--- src/rtl/nn_reg_bank.sv ---
// Multi-channel register bank with addressed, broadcast and serial-shift writes.
// Tracks per-channel valid bits and a saturating shift counter with a load-complete pulse.
module nn_reg_bank #(
   parameter int unsigned WIDTH    = 14,
   parameter int unsigned CHANNELS = 4,
   parameter int unsigned ADDR_W   = 2
) (
   input  logic                      Clk,
   input  logic                      Rst,
   input  logic                      clr,
   input  logic                      wr_en,
   input  logic [1:0]                mode,
   input  logic [ADDR_W-1:0]         wr_addr,
   input  logic [WIDTH-1:0]          wr_data,
   output logic [CHANNELS*WIDTH-1:0] o,
   output logic [CHANNELS-1:0]       valid,
   output logic                      all_valid,
   output logic [ADDR_W:0]           shift_cnt,
   output logic                      load_done,
   output logic                      addr_err
);

   localparam int unsigned CNT_W = ADDR_W + 1;
   localparam logic [CNT_W-1:0] CNT_MAX  = CNT_W'(CHANNELS);
   localparam logic [CNT_W-1:0] CNT_LAST = CNT_W'(CHANNELS - 1);

   localparam logic [1:0] MODE_ADDR  = 2'b01;
   localparam logic [1:0] MODE_BCAST = 2'b10;
   localparam logic [1:0] MODE_SHIFT = 2'b11;

   logic [WIDTH-1:0]    r_ch [CHANNELS];
   logic [CHANNELS-1:0] r_valid;
   logic [CNT_W-1:0]    r_cnt;
   logic                r_load_done;
   logic                r_addr_err;
   logic                w_addr_ok;

   assign w_addr_ok = (32'(wr_addr) < CHANNELS);

   // Single state process; Rst and clr share the same clearing effect.
   always_ff @(posedge Clk) begin
      r_load_done <= 1'b0;
      r_addr_err  <= 1'b0;
      if (Rst || clr) begin
         for (int unsigned k = 0; k < CHANNELS; k++) begin
            r_ch[k] <= '0;
         end
         r_valid <= '0;
         r_cnt   <= '0;
      end else if (wr_en) begin
         case (mode)
            MODE_ADDR: begin
               if (w_addr_ok) begin
                  for (int unsigned k = 0; k < CHANNELS; k++) begin
                     if (ADDR_W'(k) == wr_addr) begin
                        r_ch[k]    <= wr_data;
                        r_valid[k] <= 1'b1;
                     end
                  end
               end else begin
                  r_addr_err <= 1'b1;
               end
            end
            MODE_BCAST: begin
               for (int unsigned k = 0; k < CHANNELS; k++) begin
                  r_ch[k] <= wr_data;
               end
               r_valid <= '1;
            end
            MODE_SHIFT: begin
               r_ch[0] <= wr_data;
               for (int unsigned k = 1; k < CHANNELS; k++) begin
                  r_ch[k] <= r_ch[k-1];
               end
               r_valid <= {r_valid[CHANNELS-2:0], 1'b1};
               // Counter saturates; the pulse fires only on the final step.
               if (r_cnt != CNT_MAX) begin
                  r_cnt <= r_cnt + CNT_W'(1);
                  if (r_cnt == CNT_LAST) begin
                     r_load_done <= 1'b1;
                  end
               end
            end
            default: ;
         endcase
      end
   end

   for (genvar g = 0; g < CHANNELS; g++) begin : g_flat
      assign o[g*WIDTH +: WIDTH] = r_ch[g];
   end

   assign valid     = r_valid;
   assign all_valid = &r_valid;
   assign shift_cnt = r_cnt;
   assign load_done = r_load_done;
   assign addr_err  = r_addr_err;

endmodule

--- config.mk ---
export PLATFORM = sky130hd
export DESIGN_NAME = nn_reg_bank
export DESIGN_NICKNAME = d
export VERILOG_FILES = /design/src/rtl/nn_reg_bank.sv
export SDC_FILE = /design/constraint.sdc
export NUM_CORES = 1
export LEC_CHECK = 0
export CORE_ASPECT_RATIO = 0.8
export CORE_MARGIN = 3
export CORE_UTILIZATION = 50
export DETAILED_ROUTE_END_ITERATION = 6
export PLACE_DENSITY_LB_ADDON = 0.25
export SLEW_MARGIN = 0
export SYNTH_ARGS = -nofsm -noshare
export SYNTH_HDL_FRONTEND = slang
export SYNTH_SLANG_ARGS = --single-unit
--- constraint.sdc ---
create_clock -name Clk -period 2.5 [get_ports Clk]
set_input_delay 0.25 -clock Clk [delete_from_list [all_inputs] [get_ports Clk]]
set_output_delay 0.25 -clock Clk [all_outputs]
set_load 0.005 [all_outputs]
Yosys cells after proc, flatten, opt, wreduce, memory -nomap -nowiden

Memory sizes are Yosys's and may differ from the RTL's.
Cells that the tools add are included.

Add/sub/neg operators: 1
Multipliers: 0
Div/mod/pow operators: 0
Magnitude comparators: 0
Equality and inequality tests: 12
Shift-type cells: 0
Multiplexer cells: 48
Bitwise gates (word level): 15
Reduce and logical (&&, ||, !) cells: 10

Operator list:

| cell                                                                  | number |
|---|---|
| 14-bit 2-to-1 mux                                                     | 12 |
| 1-bit 2-to-1 mux                                                      | 35 |
| 3-bit AND reduction                                                   | 5 |
| 1-bit bitwise OR                                                      | 12 |
| 4-bit one-hot mux with 3 select lines                                 | 1 |
| 2-bit != test, second input constant                                  | 4 |
| 2-bit equality test, first input constant                             | 2 |
| 2-bit equality test, second input constant                            | 2 |
| 4-bit AND reduction                                                   | 1 |
| 4-bit OR reduction                                                    | 1 |
| 3-bit by 1-bit adder with 3-bit output, second input constant         | 1 |
| 3-bit by 2-bit equality test with 1-bit output, second input constant | 1 |
| 3-bit != test, second input constant                                  | 1 |
| 1-bit NOT                                                             | 3 |
| 3-bit nonzero test                                                    | 1 |
| 1-bit by 2-bit equality test with 1-bit output, first input constant  | 1 |
| 2-bit by 1-bit equality test with 1-bit output, second input constant | 1 |
| 2-bit logical NOT                                                     | 1 |
| 1-bit logical OR                                                      | 1 |

Register bits: 8
Bits in latches: 0
Memory bits (writable): 56
Bits in read-only memories: 0
Bits of input ports: 22
Output and inout port bits: 66
Word-level logic and storage cells: 93
Memories: 1

Memories:

| name | words | bits a word | read ports | clocked after memory_dff | wr ports | line | text |
|---|---|---|---|---|---|---|---|
| r_ch | 4     | 14          | 4          | 0                        | 4        | 31   | `logic [WIDTH-1:0] r_ch [CHANNELS];` |

Longest topological paths before layout

Depth after elaboration: 9
Mapped depth: 5
Depth with buffers taken out: 5

Worst setup path before layout

No wires, ideal clock.

Kind: input port to flip-flop
From: input port mode[0]
To: memory r_ch[2][0], enable pin
Setup time: 0.371 ns
Data arrival time: 1.063 ns
Required time: 2.129 ns
Slack: 1.066 ns
Stages: 4
Buffers on the path: 1
Path through: buf_2 -> and3b_1 -> o21a_1 -> nand2b_1

RTL lines:

| item            | line | text |
|---|---|---|
| start, declared | 12   | `input logic [1:0] mode,` |
| end, declared   | 31   |  |

==> flow_summary.json <==
{
  "status": "complete, no violations",
  "slowest_delay_ns": 0.81,
  "die_x_um": 91.2,
  "power.leakage_nw": 1.44,
  "slew_headroom": 0.304,
  "grt_max_degree": 56,
  "rows": 24,
  "start_kind": "primary input",
  "synthesis.nets": 253,
  "via_per_inst": 5.85,
  "arrival_ns": 2.14,
  "finalHoldViolations": 0,
  "h-tree-depth": 3,
  "wl_per_cell_um": 17.7,
  "cp.required_ns": 2.69,
  "end_kind": "flop",
  "synth_cell_types": 34,
  "start_util": 0.526,
  "worst_slew_pin_slew_ns": 1.04,
  "netlist_area_mm2": 0.00291,
  "finalSetupTns_ns": 0,
  "slowest_stage": "o21ai_1",
  "clk_path_buf_depth": 2,
  "critical_path_buf_inv_count": 1,
  "vdd_ir_drop_max_mv": 0.374,
  "drtAntennaViolNets": 0,
  "die-area_mm2": 0.00677,
  "clk_latency_ns": 0.33,
  "grt.overflow.total": 0,
  "diodes": 0,
  "syn_inst": 228,
  "antenna_found_initial": 0,
  "clk_pin_slew_ns": 0.06,
  "hpwl_mm": 5.02,
  "synth_edf_count": 56,
  "finalSetupViolCount": 0,
  "core_area_mm2": 0.00553,
  "register_area_mm2": 0.00184,
  "ys.warnings.count": 0,
  "cts.sinks": 64,
  "totalWireLength_mm": 7.01,
  "synth_ff_type": "edfxtp_1",
  "clock_skew_ns": 0.00796,
  "grt_pass1_wl_mm": 10.8,
  "clock-root-buffer": "clkbuf_8",
  "syn_to_final_growth_pct": 37.2,
  "fmax_mhz": 513,
  "dr.pass1.iters": 5,
  "multiInputGateArea_um2": 920,
  "grt_usage": 0.207,
  "cts_tree": "built",
  "critical_path_class": "primary input to flop",
  "cts_buffers": 9,
  "report.power.total_mw": 2.35,
  "syn_avg_cell_area_um2": 12.7,
  "nets": 339,
  "grt_pass1_vias": 2058,
  "slew_viol_final": 0,
  "post-route-period-util": 0.780,
  "max_cap_viol_count": 0,
  "portBuffers": 86,
  "rsz0062_at_grt": "false",
  "die_y_um": 74.2,
  "synth-seq-area-share": 0.634,
  "crit_chain": "clkdlybuf4s50_1, nand3_1, o21ai_1, a32o_1",
  "drc_errors": 0,
  "worstPathMaxFanout": 14,
  "fill_cells": 392,
  "async_flop_share": 0,
  "ys_ff_latch": 64,
  "vias": 2316,
  "cts-resized-gates": 0,
  "cpLargestDelayFamily": "compound AO/OA/AOI/OAI gates",
  "io_pins": 88,
  "routabilityCongestion": 0.806,
  "min_path_type": "flop to flop",
  "power_density_mw_per_mm2": 590,
  "drive_above_1_share": 0.0818,
  "drt_iter0_drc": 214,
  "period_needed_ns": 1.95,
  "cts_hold_buf": 0,
  "cts_setup_buffers": 0
}
==> worst register-to-register path: stages (launching register included) <==
cell     delay, ns
dfxtp_1       0.38
inv_1         0.08
ha_1          0.23
and2_1        0.18
o21ai_0       0.14
a21oi_1       0.09
==> report_power, final <==
part           leakage, nW  switching [mW]  internal, mW
combinational        0.643           0.133         0.160
clock               0.0933           0.356         0.446
sequential           0.701          0.0339          1.22
total                 1.44           0.523          1.83
==> per-layer routing <==
layer | wire length [um] | track usage | vias up
met5 | 0 | 0 | -
met4 | 55 | 0.0452 | 0
met3 | 636 | 0.0637 | 10
met2 | 3130 | 0.308 | 140
met1 | 3180 | 0.303 | 1109
li1 | - | - | 1057
==> per-stage QoR <==
step / cells / utilization / setup WS (ns) / area [um^2] / hold slack [ns]
finish: 396 / 0.722 / 0.549 / 3990 / 0.469
global route: 396 / 0.722 / 0.447 / 3990 / 0.516
CTS: 396 / 0.722 / 0.497 / 3990 / 0.473
detailed placement: 381 / 0.690 / 0.153 / 3810 / 0.463
global placement: 381 / 0.690 / 0.305 / 3810 / 0.452
floorplan: 228 / - / 1.07 / 2910 / 0.443
==> sequential cells by signal, summed over array words and instances, names as in the netlist <==
name / cells
r_ch: 56
valid: 4
shift_cnt: 3
load_done: 1
==> cell usage in the layout (no fill, tap or decap), types with 2 or more instances in the layout <==
master and count:
clkinv_2 3, and3b_1 2, nand2b_1 3, ha_1 3
clkbuf_8 9, a32o_1 28, dfxtp_1 8, buf_4 6
nand2_1 20, o21ai_0 9, o31ai_1 12, nor2_1 16
and2_1 3, edfxtp_1 56, nand3_1 17, clkdlybuf4s50_1 86
a21oi_1 7, o21ai_1 2, inv_1 7, and3_1 3
==> synth_stat cells, types with 2 or more instances <==
master | number | area (um^2)
nand2b_1 | 3 | 18.8
dfxtp_1 | 8 | 160
and2_1 | 3 | 18.8
and3b_1 | 2 | 17.5
buf_2 | 9 | 45.0
nor3b_1 | 2 | 15.0
a21oi_1 | 7 | 35.0
and3_1 | 3 | 18.8
buf_6 | 3 | 33.8
clkbuf_1 | 2 | 7.51
buf_4 | 3 | 22.5
a32o_1 | 28 | 280
o31ai_1 | 12 | 90.1
ha_1 | 3 | 37.5
edfxtp_1 | 56 | 1680
o21ai_1 | 2 | 10.0
nor2_1 | 16 | 60.1
nand3_1 | 17 | 85.1
nand2_1 | 20 | 75.1
o21ai_0 | 9 | 45.0
inv_1 | 7 | 26.3
==> cells by family after synthesis <==
logic type | count (synthesis) | synth area share
and+or+nand+nor | 72 | 0.126
DFF | 64 | 0.634
AOI/OAI and AO/OA | 62 | 0.170
buffers and inverters | 25 | 0.0517
adders and majority gates | 3 | 0.0129
muxes | 1 | 0.00387
other | 1 | 0.00129
==> area by class of cell <==
| class | count | area share |
|---|---|---|
| multi-input combinational | 139 | 0.231 |
| tap | 78 | 0.0245 |
| timing repair buffer | 93 | 0.232 |
| sequential | 64 | 0.462 |
| clock buffer | 10 | 0.0320 |
| inverter | 7 | 0.00659 |
| clock inverter | 5 | 0.0122 |
==> path summary, 6_finish.rpt <==
check                                                from                        end  slack (ns)  cells past startpoint
worst max-delay path                              mode[0]      r_ch[3][12]$_DFFE_PP_        0.55                      4
worst max register to register  shift_cnt[0]$_SDFFE_PP0P_  shift_cnt[1]$_SDFFE_PP0P_        1.29                      5
worst min-delay path                valid[3]$_SDFFE_PP0P_      valid[3]$_SDFFE_PP0P_        0.47                      2
worst min register to register      valid[3]$_SDFFE_PP0P_      valid[3]$_SDFFE_PP0P_        0.47                      2
Note: power is estimated with default switching activity, not from simulation.
==> variant, RTL diff (same flow settings) <==
Change the parameter `WIDTH` from 14 to 12.
--- a/src/rtl/nn_reg_bank.sv
+++ b/src/rtl/nn_reg_bank.sv
@@ -1,7 +1,7 @@
 // Multi-channel register bank with addressed, broadcast and serial-shift writes.
 // Tracks per-channel valid bits and a saturating shift counter with a load-complete pulse.
 module nn_reg_bank #(
-   parameter int unsigned WIDTH    = 14,
+   parameter int unsigned WIDTH    = 12,
    parameter int unsigned CHANNELS = 4,
    parameter int unsigned ADDR_W   = 2
 ) (
Interface: changed (resized o and wr_data); port bits go from 88 to 78. The function was not compared with the original's and may differ.
==> variant against the unedited design <==
  * Count of clock-buffer cells in the layout down 3
  * Area after synthesis down 6.3%
  * Total power down 23%
  * Combinational power down 13%
  * Setup slack better by 0.066 ns
  * Highest routed layer unchanged
  * Design area down 10%
  * Sequential cell count down 8
  * Die area down 5.8%
  * Routed wire length down 11%
==> variant: results (changes against the unedited design) <==
| Metric | Value |
|---|---|
| Nets | `309 (-8.8%)` |
| Mean Syn Cell Area | `12.7 µm² (-0.62%)` |
| Share of cells above drive strength 1 | `5.24% (-2.9 points)` |
| # resized after CTS | `0 (unchanged)` |
| Post-synth EDFFs | `48 (-14%)` |
| Clock Skews | `0.00564 ns (-0.00232 ns)` |
| Largest register by flop count | `r_ch` |
| Reg clk slew, reported paths | `0.09 ns (+0.03 ns)` |
| Top cells by area, synth | `edfxtp_1, a22o_1, dfxtp_1` |
| Non-filler cells, final | `348 (-12%)` |
| DR iter-0 viols | `222 (+3.7%)` |
| Clock sink count | `56 (-13%)` |
| First-pass GRT wire length | `9650 µm (-10%)` |
| DPL Wire Length | `4780 µm (-4.8%)` |
| Leakage | `1.47 nW (+2.3%)` |
| GPL Wtd Cong | `0.786 (-2.4%)` |
| Routed len/inst | `17.9 µm (+1.2%)` |
| Largest register FFs | `48 (-14%)` |
| Status | `finished clean` |
| Largest net degree at the start of global routing | `24 (-57%)` |
| Clk_lat worst skew | `0.30 ns (-0.03 ns)` |
| Worst vdd ir | `0.349 mV (-6.7%)` |
| WP data arrival | `2.06 ns (-0.08 ns)` |
| Worst Tran Pin Value | `0.936 ns (-0.102 ns)` |
| Port Buffers | `76 (-12%)` |
| Post-synth ARST share | `0% (unchanged)` |
| Vias in the first global route | `1949 (-5.3%)` |
| Vias per inst | `5.85 (about the same)` |
| CP max FO | `19 (+5)` |
| Switch Pwr | `0.402 mW (-23%)` |
| Cts bufs inserted | `5 (-4)` |
| Placed cell count | `341 (-10%)` |
| Synth cell count leaders | `edfxtp_1, and3_1, a22o_1` |
| Yosys warnings | `0 (unchanged)` |
| H-tree depth | `2 (-1)` |
| Distinct cell type count of the synthesized netlist | `37 (+8.8%)` |
| Mapped Nets | `238 (-5.9%)` |
| Sequential area share after synthesis | `58.8% (-4.6 points)` |
| # fillers | `404 (+3.1%)` |
| Total global-route track usage | `20.0% (-0.66 points)` |
| Pre-antenna DRT Iters | `4 (-1)` |
| Post-CTS Setup Bufs | `0 (unchanged)` |
| HP Class | `flop to flop` |
variant: cell types whose count changed after synthesis, moves of 12 or more:
cell	before	now
a22o_1	0	24
and3_1	3	25
a211o_1	0	12
nand2_1	20	8
nor2_1	16	1
nand3_1	17	1
a32o_1	28	0
variant: layer usage:
metal	GRT usage [%]	vias to the layer above	wire length, µm	part of all wire (%)
met5	0	-	0	0
met4	6.04	0	52	0.83
met3	4.88	5	539	8.6
met2	29.2	98	2810	45
met1	29.7	965	2830	45
li1	-	969	-	-
variant: through the flow:
step                total power [mW]  area, µm²  worst slack (ns)  utilization [%]  hold slack [ns]
finish                          1.80       3570             0.616             69.7            0.505
global route                    1.88       3570             0.502             69.7            0.556
CTS                             1.81       3570             0.623             69.7            0.512
detailed placement              1.37       3500             0.306             68.2            0.500
global placement                1.36       3500             0.353             68.2            0.497
floorplan                       1.20       2720             0.835                -            0.448
variant: cells by family (layout without fill, tap and decap cells):
logic type	after synthesis	after routing	synth area share (%)
AO/OA/AOI/OAI	55	55	17.0
adder cells (fa/ha/maj)	3	3	1.38
buffers and inverters	24	95	4.91
flip-flops	56	56	58.8
other	1	1	0.138
AND/OR/NAND/NOR	76	76	17.8
variant: worst paths after layout:
kind | from | endpoint | slack [ns] | cells past startpoint
max reg2reg | shift_cnt[0]$_SDFFE_PP0P_ | shift_cnt[0]$_SDFFE_PP0P_ | 1.11 | 5
min reg2reg | valid[0]$_SDFFE_PP0P_ | valid[0]$_SDFFE_PP0P_ | 0.51 | 2
min | valid[0]$_SDFFE_PP0P_ | valid[0]$_SDFFE_PP0P_ | 0.51 | 2
max | clr | r_ch[3][3]$_DFFE_PP_ | 0.62 | 4
variant: final cells by class:
| cell class | instances | area (µm²) | share of cell area, % |
|---|---|---|---|
| tap | 62 | 77.6 | 2.17 |
| timing repair buffer | 82 | 806 | 22.6 |
| multi-input combinational | 135 | 988 | 27.7 |
| inverter | 6 | 22.5 | 0.630 |
| sequential | 56 | 1600 | 44.8 |
| clock buffer | 7 | 76.3 | 2.14 |
variant: critical path, cell delays in order:
cell             delay, ns
clkdlybuf4s50_1       0.47
or2_1                 0.52
o32ai_4               0.60
a22o_1                0.22
variant: power by group through the flow:
| stage | Clock, mW | Combinational (mW) | Sequential, mW |
|---|---|---|---|
| 2_1_floorplan | 0 | 0.0832 | 1.12 |
| 3_3_place_gp | 0 | 0.247 | 1.11 |
| 3_5_place_dp | 0 | 0.253 | 1.12 |
| 4_1_cts | 0.462 | 0.254 | 1.09 |
| 5_1_grt | 0.503 | 0.273 | 1.10 |
| 6_report | 0.456 | 0.254 | 1.09 |
